==> config.mk <==
export PLATFORM = sky130hd
export DESIGN_NAME = atm_ledger_arbiter
export DESIGN_NICKNAME = d
export VERILOG_FILES = /design/src/rtl/atm_ledger_pkg.sv /design/src/rtl/atm_ledger_arbiter_rr.sv /design/src/rtl/atm_ledger_arbiter.sv
export SDC_FILE = /design/constraint.sdc
export NUM_CORES = 1
export LEC_CHECK = 0
export ABC_AREA = 1
export CAP_MARGIN = 40
export CORE_MARGIN = 1
export CORE_UTILIZATION = 45
export DETAILED_ROUTE_END_ITERATION = 7
export PLACE_DENSITY_LB_ADDON = 0.05
export SLEW_MARGIN = 20
export SYNTH_ARGS = -nofsm -noshare
export SYNTH_HDL_FRONTEND = slang
export SYNTH_HIERARCHICAL = 1
export SYNTH_SLANG_ARGS = --single-unit
==> constraint.sdc <==
create_clock -name clk -period 8 [get_ports clk]
set_input_delay 1.2 -clock clk [delete_from_list [all_inputs] [get_ports clk]]
set_output_delay 1.2 -clock clk [all_outputs]
set_load 0.01 [all_outputs]
==> src/rtl/atm_ledger_pkg.sv <==
// Shared constants and types for the ATM ledger arbiter.
// Opcodes, status codes, FSM states and power-on balances.
package atm_ledger_pkg;

  localparam int N_ACC = 4;
  localparam int ACC_W = 2;

  localparam logic [1:0] OP_READ     = 2'b00;
  localparam logic [1:0] OP_WITHDRAW = 2'b01;
  localparam logic [1:0] OP_TRANSFER = 2'b10;
  localparam logic [1:0] OP_DEPOSIT  = 2'b11;

  localparam logic [1:0] ST_OK    = 2'b00;
  localparam logic [1:0] ST_ARG   = 2'b01;
  localparam logic [1:0] ST_FUNDS = 2'b10;
  localparam logic [1:0] ST_OVF   = 2'b11;

  typedef enum logic [1:0] {
    S_IDLE,
    S_GRANT,
    S_EXEC,
    S_RESP
  } state_t;

  // Index 0 is the rightmost element.
  localparam logic [N_ACC-1:0][7:0] INIT_BAL =
    {8'd40, 8'd200, 8'd175, 8'd50};

endpackage

==> src/rtl/atm_ledger_arbiter_rr.sv <==
// Round-robin picker: first requester at or after the pointer.
// Ports: clk, rst, req, upd_en, upd_idx -> pick_idx, pick_vld.
module atm_rr_arbiter #(
  parameter int N  = 2,
  parameter int IW = 1
) (
  input  logic          clk,
  input  logic          rst,
  input  logic [N-1:0]  req,
  input  logic          upd_en,
  input  logic [IW-1:0] upd_idx,
  output logic [IW-1:0] pick_idx,
  output logic          pick_vld
);

  logic [IW-1:0] ptr;

  // Scan offsets high to low so the nearest one wins.
  always_comb begin
    int j;
    pick_idx = '0;
    pick_vld = 1'b0;
    for (int i = N - 1; i >= 0; i--) begin
      j = int'(ptr) + i;
      if (j >= N) j = j - N;
      if (req[j]) begin
        pick_idx = IW'(j);
        pick_vld = 1'b1;
      end
    end
  end

  always_ff @(posedge clk) begin
    if (rst) begin
      ptr <= '0;
    end else if (upd_en) begin
      if (upd_idx == IW'(N - 1))
        ptr <= '0;
      else
        ptr <= upd_idx + IW'(1);
    end
  end

endmodule

==> src/rtl/atm_ledger_arbiter.sv <==
// Shared 4-account ledger with round-robin atomic ops.
// Ports: clk, rst, req/op/src_idx/dst_idx/amt -> gnt, done, status, rd_bal, busy.
module atm_ledger_arbiter
  import atm_ledger_pkg::*;
#(
  parameter int N_REQ = 2,
  parameter int BAL_W = 8
) (
  input  logic                   clk,
  input  logic                   rst,
  input  logic [N_REQ-1:0]       req,
  input  logic [2*N_REQ-1:0]     op,
  input  logic [2*N_REQ-1:0]     src_idx,
  input  logic [2*N_REQ-1:0]     dst_idx,
  input  logic [BAL_W*N_REQ-1:0] amt,
  output logic [N_REQ-1:0]       gnt,
  output logic [N_REQ-1:0]       done,
  output logic [1:0]             status,
  output logic [BAL_W-1:0]       rd_bal,
  output logic                   busy
);

  localparam int IW = (N_REQ > 1) ? $clog2(N_REQ) : 1;

  state_t            state;
  logic [IW-1:0]     win;
  logic [1:0]        l_op;
  logic [ACC_W-1:0]  l_src;
  logic [ACC_W-1:0]  l_dst;
  logic [BAL_W-1:0]  l_amt;
  logic [BAL_W-1:0]  bal [N_ACC];

  logic [IW-1:0]     pick_idx;
  logic              pick_vld;

  logic [BAL_W-1:0]  bal_s;
  logic [BAL_W-1:0]  bal_d;
  logic [BAL_W:0]    sum_s;
  logic [BAL_W:0]    sum_d;
  logic [1:0]        ex_st;
  logic              wr_s;
  logic              wr_d;
  logic [BAL_W-1:0]  new_s;
  logic [BAL_W-1:0]  new_d;

  atm_rr_arbiter #(
    .N  (N_REQ),
    .IW (IW)
  ) u_rr (
    .clk      (clk),
    .rst      (rst),
    .req      (req),
    .upd_en   (state == S_RESP),
    .upd_idx  (win),
    .pick_idx (pick_idx),
    .pick_vld (pick_vld)
  );

  // Read-check-write datapath; one extra bit catches overflow.
  always_comb begin
    bal_s = bal[l_src];
    bal_d = bal[l_dst];
    sum_s = {1'b0, bal_s} + {1'b0, l_amt};
    sum_d = {1'b0, bal_d} + {1'b0, l_amt};
    ex_st = ST_OK;
    wr_s  = 1'b0;
    wr_d  = 1'b0;
    new_s = bal_s;
    new_d = bal_d;
    unique case (1'b1)
      (l_op == OP_READ): begin
        ex_st = ST_OK;
      end
      (l_op == OP_WITHDRAW): begin
        if (l_amt == '0) begin
          ex_st = ST_ARG;
        end else if (l_amt > bal_s) begin
          ex_st = ST_FUNDS;
        end else begin
          wr_s  = 1'b1;
          new_s = bal_s - l_amt;
        end
      end
      (l_op == OP_DEPOSIT): begin
        if (l_amt == '0) begin
          ex_st = ST_ARG;
        end else if (sum_s[BAL_W]) begin
          ex_st = ST_OVF;
        end else begin
          wr_s  = 1'b1;
          new_s = sum_s[BAL_W-1:0];
        end
      end
      (l_op == OP_TRANSFER): begin
        if (l_amt == '0 || l_src == l_dst) begin
          ex_st = ST_ARG;
        end else if (l_amt > bal_s) begin
          ex_st = ST_FUNDS;
        end else if (sum_d[BAL_W]) begin
          ex_st = ST_OVF;
        end else begin
          wr_s  = 1'b1;
          wr_d  = 1'b1;
          new_s = bal_s - l_amt;
          new_d = sum_d[BAL_W-1:0];
        end
      end
      default: ex_st = ST_OK;
    endcase
  end

  always_ff @(posedge clk) begin
    if (rst) begin
      state  <= S_IDLE;
      gnt    <= '0;
      done   <= '0;
      status <= ST_OK;
      rd_bal <= '0;
      busy   <= 1'b0;
      win    <= '0;
      l_op   <= OP_READ;
      l_src  <= '0;
      l_dst  <= '0;
      l_amt  <= '0;
      for (int i = 0; i < N_ACC; i++)
        bal[i] <= BAL_W'(INIT_BAL[i]);
    end else begin
      unique case (state)
        S_IDLE: begin
          if (pick_vld) begin
            state <= S_GRANT;
            busy  <= 1'b1;
            gnt   <= N_REQ'(1) << pick_idx;
            win   <= pick_idx;
            l_op  <= op[2*int'(pick_idx) +: 2];
            l_src <= src_idx[2*int'(pick_idx) +: 2];
            l_dst <= dst_idx[2*int'(pick_idx) +: 2];
            l_amt <= amt[BAL_W*int'(pick_idx) +: BAL_W];
          end
        end
        S_GRANT: begin
          state <= S_EXEC;
        end
        S_EXEC: begin
          state  <= S_RESP;
          done   <= N_REQ'(1) << win;
          status <= ex_st;
          rd_bal <= new_s;
          if (wr_s) bal[l_src] <= new_s;
          if (wr_d) bal[l_dst] <= new_d;
        end
        S_RESP: begin
          state <= S_IDLE;
          done  <= '0;
          gnt   <= '0;
          busy  <= 1'b0;
        end
        default: state <= S_IDLE;
      endcase
    end
  end

endmodule
==> results.tsv <==
stage	metric	value	unit
pwr	p_leak	2.760	nW
yosys	syn_inst	740	
global_routing	grt_usage	28.69	%
timing	rsz0062_at_grt	false	
final_layout	final_util	54.68	%
floorplanning	boundaryPins	47	
timing	holdWs	0.4598	ns
yosys	synth_cell_type_count	42	
global_routing	antenna_found_initial	0	
clocking	clock-sinks	69	
routing	drt_iter0_markers	441	
final_layout	synthToLayoutAreaGrowth	17.16	%
timing	finClkSkew	0.007042	ns
timing	timing.final.crit_share	54.79	%
floorplanning	dieHeight	108.5	um
yosys	yosysWarnings	6	
timing	finalSetupViolations	0	
pwr	power_density	366.2	nW/um^2
final_layout	fin_nets	840	
final_layout	drive_gt1_share	6.522	%
placement	dp.cells	905	
timing	worst_pin_slew	0.7802	ns
placement	gp_congestion	0.9087	
yosys	synth_area	5104	um^2
routing	viasPerCell	5.422	
floorplanning	initial_core_util	46.67	%
clocking	cts_htree_levels	3	
timing	slew-limit-headroom	47.99	%
routing	num_vias	4999	
worst_setup_path	crit_required	8.00	ns
clocking	ctsLongestPathBuffers	2	
worst_setup_path	arrival	4.38	ns
min_path	holdPathEnd	gnt[0]$_SDFFE_PP0P_	
worst_setup_path	worstPathCellList	inv_1 -> o21ai_0 -> o22ai_1 -> ha_1 -> fa_1 -> nand3_1 -> nand3_1 -> a21oi_2 -> nand3_4 -> nand3_2 -> nand2_2 -> nor2_4 -> nand3_2 -> nand3_1	
clocking	cts_hold_buf	0	
pwr	netSwitchingPower	1.097	mW
global_routing	grt_pass1_vias	4712	
timing	fmax	228.2	MHz
final_layout	layoutNonFillerInstCount	922	
clocking	cts-root-buf	clkbuf_16	
routing	ant_nets	0	
clocking	cts.repair.resized	0	
final_layout	final_cell_area	5979	um^2
final_layout	antenna_cells	0	
clocking	cts_setup_buffers	0	
floorplanning	die-area	11770	um^2
global_routing	grt_pass1_wl	25.02	mm
worst_setup_path	path_max_fanout	18	
timing	slew_viol_final	0	
pwr	total_power	2.189	mW
yosys	synth-seq-area-share	33.34	%
placement	place_ws	3.685	ns
yosys	synth_fp_nets	803	
placement	dp_hpwl	12.64	mm
global_routing	overflow	0	
yosys	ys_ff_latch	69	
timing	min_period	4.383	ns
placement	placed_area	5665	um^2
worst_setup_path	timing.rr.end	bal[2][6]$_DFFE_PP_	
placement	io_buffer_count	46	
worst_setup_path	cpPeakStageDelay	0.68	ns
global_routing	grt_max_degree	32	
pwr	seq_power_share	24.3	%
routing	drt-total-wl	15.79	mm
job	drv_cap	0	
clocking	clk_pin_slew_worst_paths	0.06	ns
routing	wl_per_cell	17.12	um
pwr	pwr-share-comb	57.7	%
clocking	numCtsBuffers	9	
yosys	syn_area_per_cell	6.897	um^2
worst_setup_path	crit_top_cell	nand3_1	
pwr	p_int	1.092	mW
worst_setup_path	slowest_stage	dfxtp_1	
routing	drc_errors	0	
outcome	status	completed	
min_path	min_from	gnt[0]$_SDFFE_PP0P_	
worst_setup_path	path_delay_family	simple AND/OR/NAND/NOR gates	
floorplanning	rows	38	
worst_setup_path	crit_buf_inv	1	
floorplanning	core	10940	um^2
timing	finalHoldViolations	0	
pwr	switching_share	50.11	%
clocking	cts_tree	yes	
timing	fin_ws	3.617	ns
pwr	peakVddDrop	0.0001629	V
clocking	clock_latency	0.34	ns
worst_setup_path	critPathLaunchType	register	
floorplanning	die_w	108.5	um
routing	firstDrtPassIters	5	
worst_setup_path	crit_type	register to register	
worst_setup_path	reg2reg_slack	3.62	ns
min_path	hp-class	register to register	
worst_setup_path	worstRegToRegCells	14	
worst_setup_path	critPathCaptureType	register	
pwr	clockPowerShare	18.0	%
timing	setup-tns-final	0	ns
min_path	hold_depth	2	
flip-flops by register name (all words and copies together) (netlist names), named ones only:
name and cells:
status 2, done 2, l_op 2, busy 1, gnt 2, l_dst 2, l_amt 8, l_src 2
bal 32, u_rr/ptr 1, rd_bal 8, win 1, state 2
synthesized netlist by cell type, drive strengths merged:
master | n | area share, %
xor2 | 8 | 1.4
o211ai | 16 | 2.4
o21bai | 2 | 0.29
clkbuf | 15 | 1.1
o21ai | 54 | 5.4
a21boi | 1 | 0.15
nand4 | 8 | 1.1
and3 | 1 | 0.12
buf | 8 | 1.0
nand2 | 193 | 14
inv | 108 | 7.9
dfxtp | 37 | 15
fa | 3 | 1.2
a211oi | 1 | 0.15
a32oi | 5 | 0.86
a21oi | 40 | 4.0
ha | 28 | 6.9
o22ai | 10 | 1.2
nor3 | 5 | 0.59
a31oi | 2 | 0.25
clkinv | 2 | 0.27
nand3b | 2 | 0.29
edfxtp | 32 | 19
xnor2 | 5 | 0.86
nand3 | 67 | 7.6
nor2 | 82 | 6.7
or2 | 4 | 0.49
a22oi | 1 | 0.15
worst max-delay path by stage:
stage,endpoint,slack (ns),cells past startpoint
floorplan,bal[0][0]$_DFFE_PP_,4.55,17
global placement,bal[2][5]$_DFFE_PP_,3.86,14
detailed placement,bal[2][5]$_DFFE_PP_,3.68,15
CTS,bal[2][6]$_DFFE_PP_,3.68,15
global route,bal[2][6]$_DFFE_PP_,3.28,15
finish,bal[2][6]$_DFFE_PP_,3.62,14
area by class of cell:
cell class	instances	area, um^2
Clock inverter	7	73.82
Timing Repair Buffer	49	510.5
Inverter	110	419.2
Multi-Input combinational cell	538	2874
Clock buffer	9	225.2
Fill cell	1050	4956
Tap cell	140	175.2
Sequential cell	69	1702
worst min-delay path, delay by kind of cell, from the launching register on:
kind	cells	cell delay, ns
DFF	1	0.31
and+or+nand+nor	1	0.06
AOI/OAI and AO/OA	1	0.05
placed cells by master (no fill, tap or decap), types with 4 or more instances in the layout:
master,synthesis,final
nor2_4,4,4
inv_1,99,99
xnor2_1,5,5
o21ai_1,10,10
dfxtp_1,37,37
inv_2,9,9
o211ai_1,16,16
a21oi_1,39,39
xor2_1,8,8
nor2_1,76,76
o21ai_0,43,43
ha_1,28,28
clkbuf_16,0,9
o22ai_1,10,10
nand2_1,190,190
nand3_1,61,61
clkdlybuf4s50_1,0,46
nor3_1,4,4
a32oi_1,5,5
edfxtp_1,32,32
nand4_1,7,7
logic make-up after synthesis:
kind of cell | synth area share (%)
and+or+nand+nor | 31.26
buffers and inverters | 10.35
AOI/OAI and AO/OA | 14.78
DFF | 33.34
adders and majority gates | 8.041
xor gates and xnor gates | 2.231
power groups by stage:
stage | registers, mW | clock network [mW] | logic (mW)
final | 0.532 | 0.395 | 1.26
after global routing | 0.540 | 0.413 | 1.42
after CTS | 0.529 | 0.397 | 1.24
after detailed placement | 0.535 | 0 | 1.23
after global placement | 0.535 | 0 | 1.22
after floorplan | 0.498 | 0 | 0.887
routing by layer:
layer	GRT usage [%]	share of wire (%)	vias up
li1	-	-	2501
met2	44.35	43	195
met1	39.62	47	2286
met5	0	0	-
met3	6.510	7.8	17
met4	8.880	2.0	0
(Power assumes the default switching activity.)
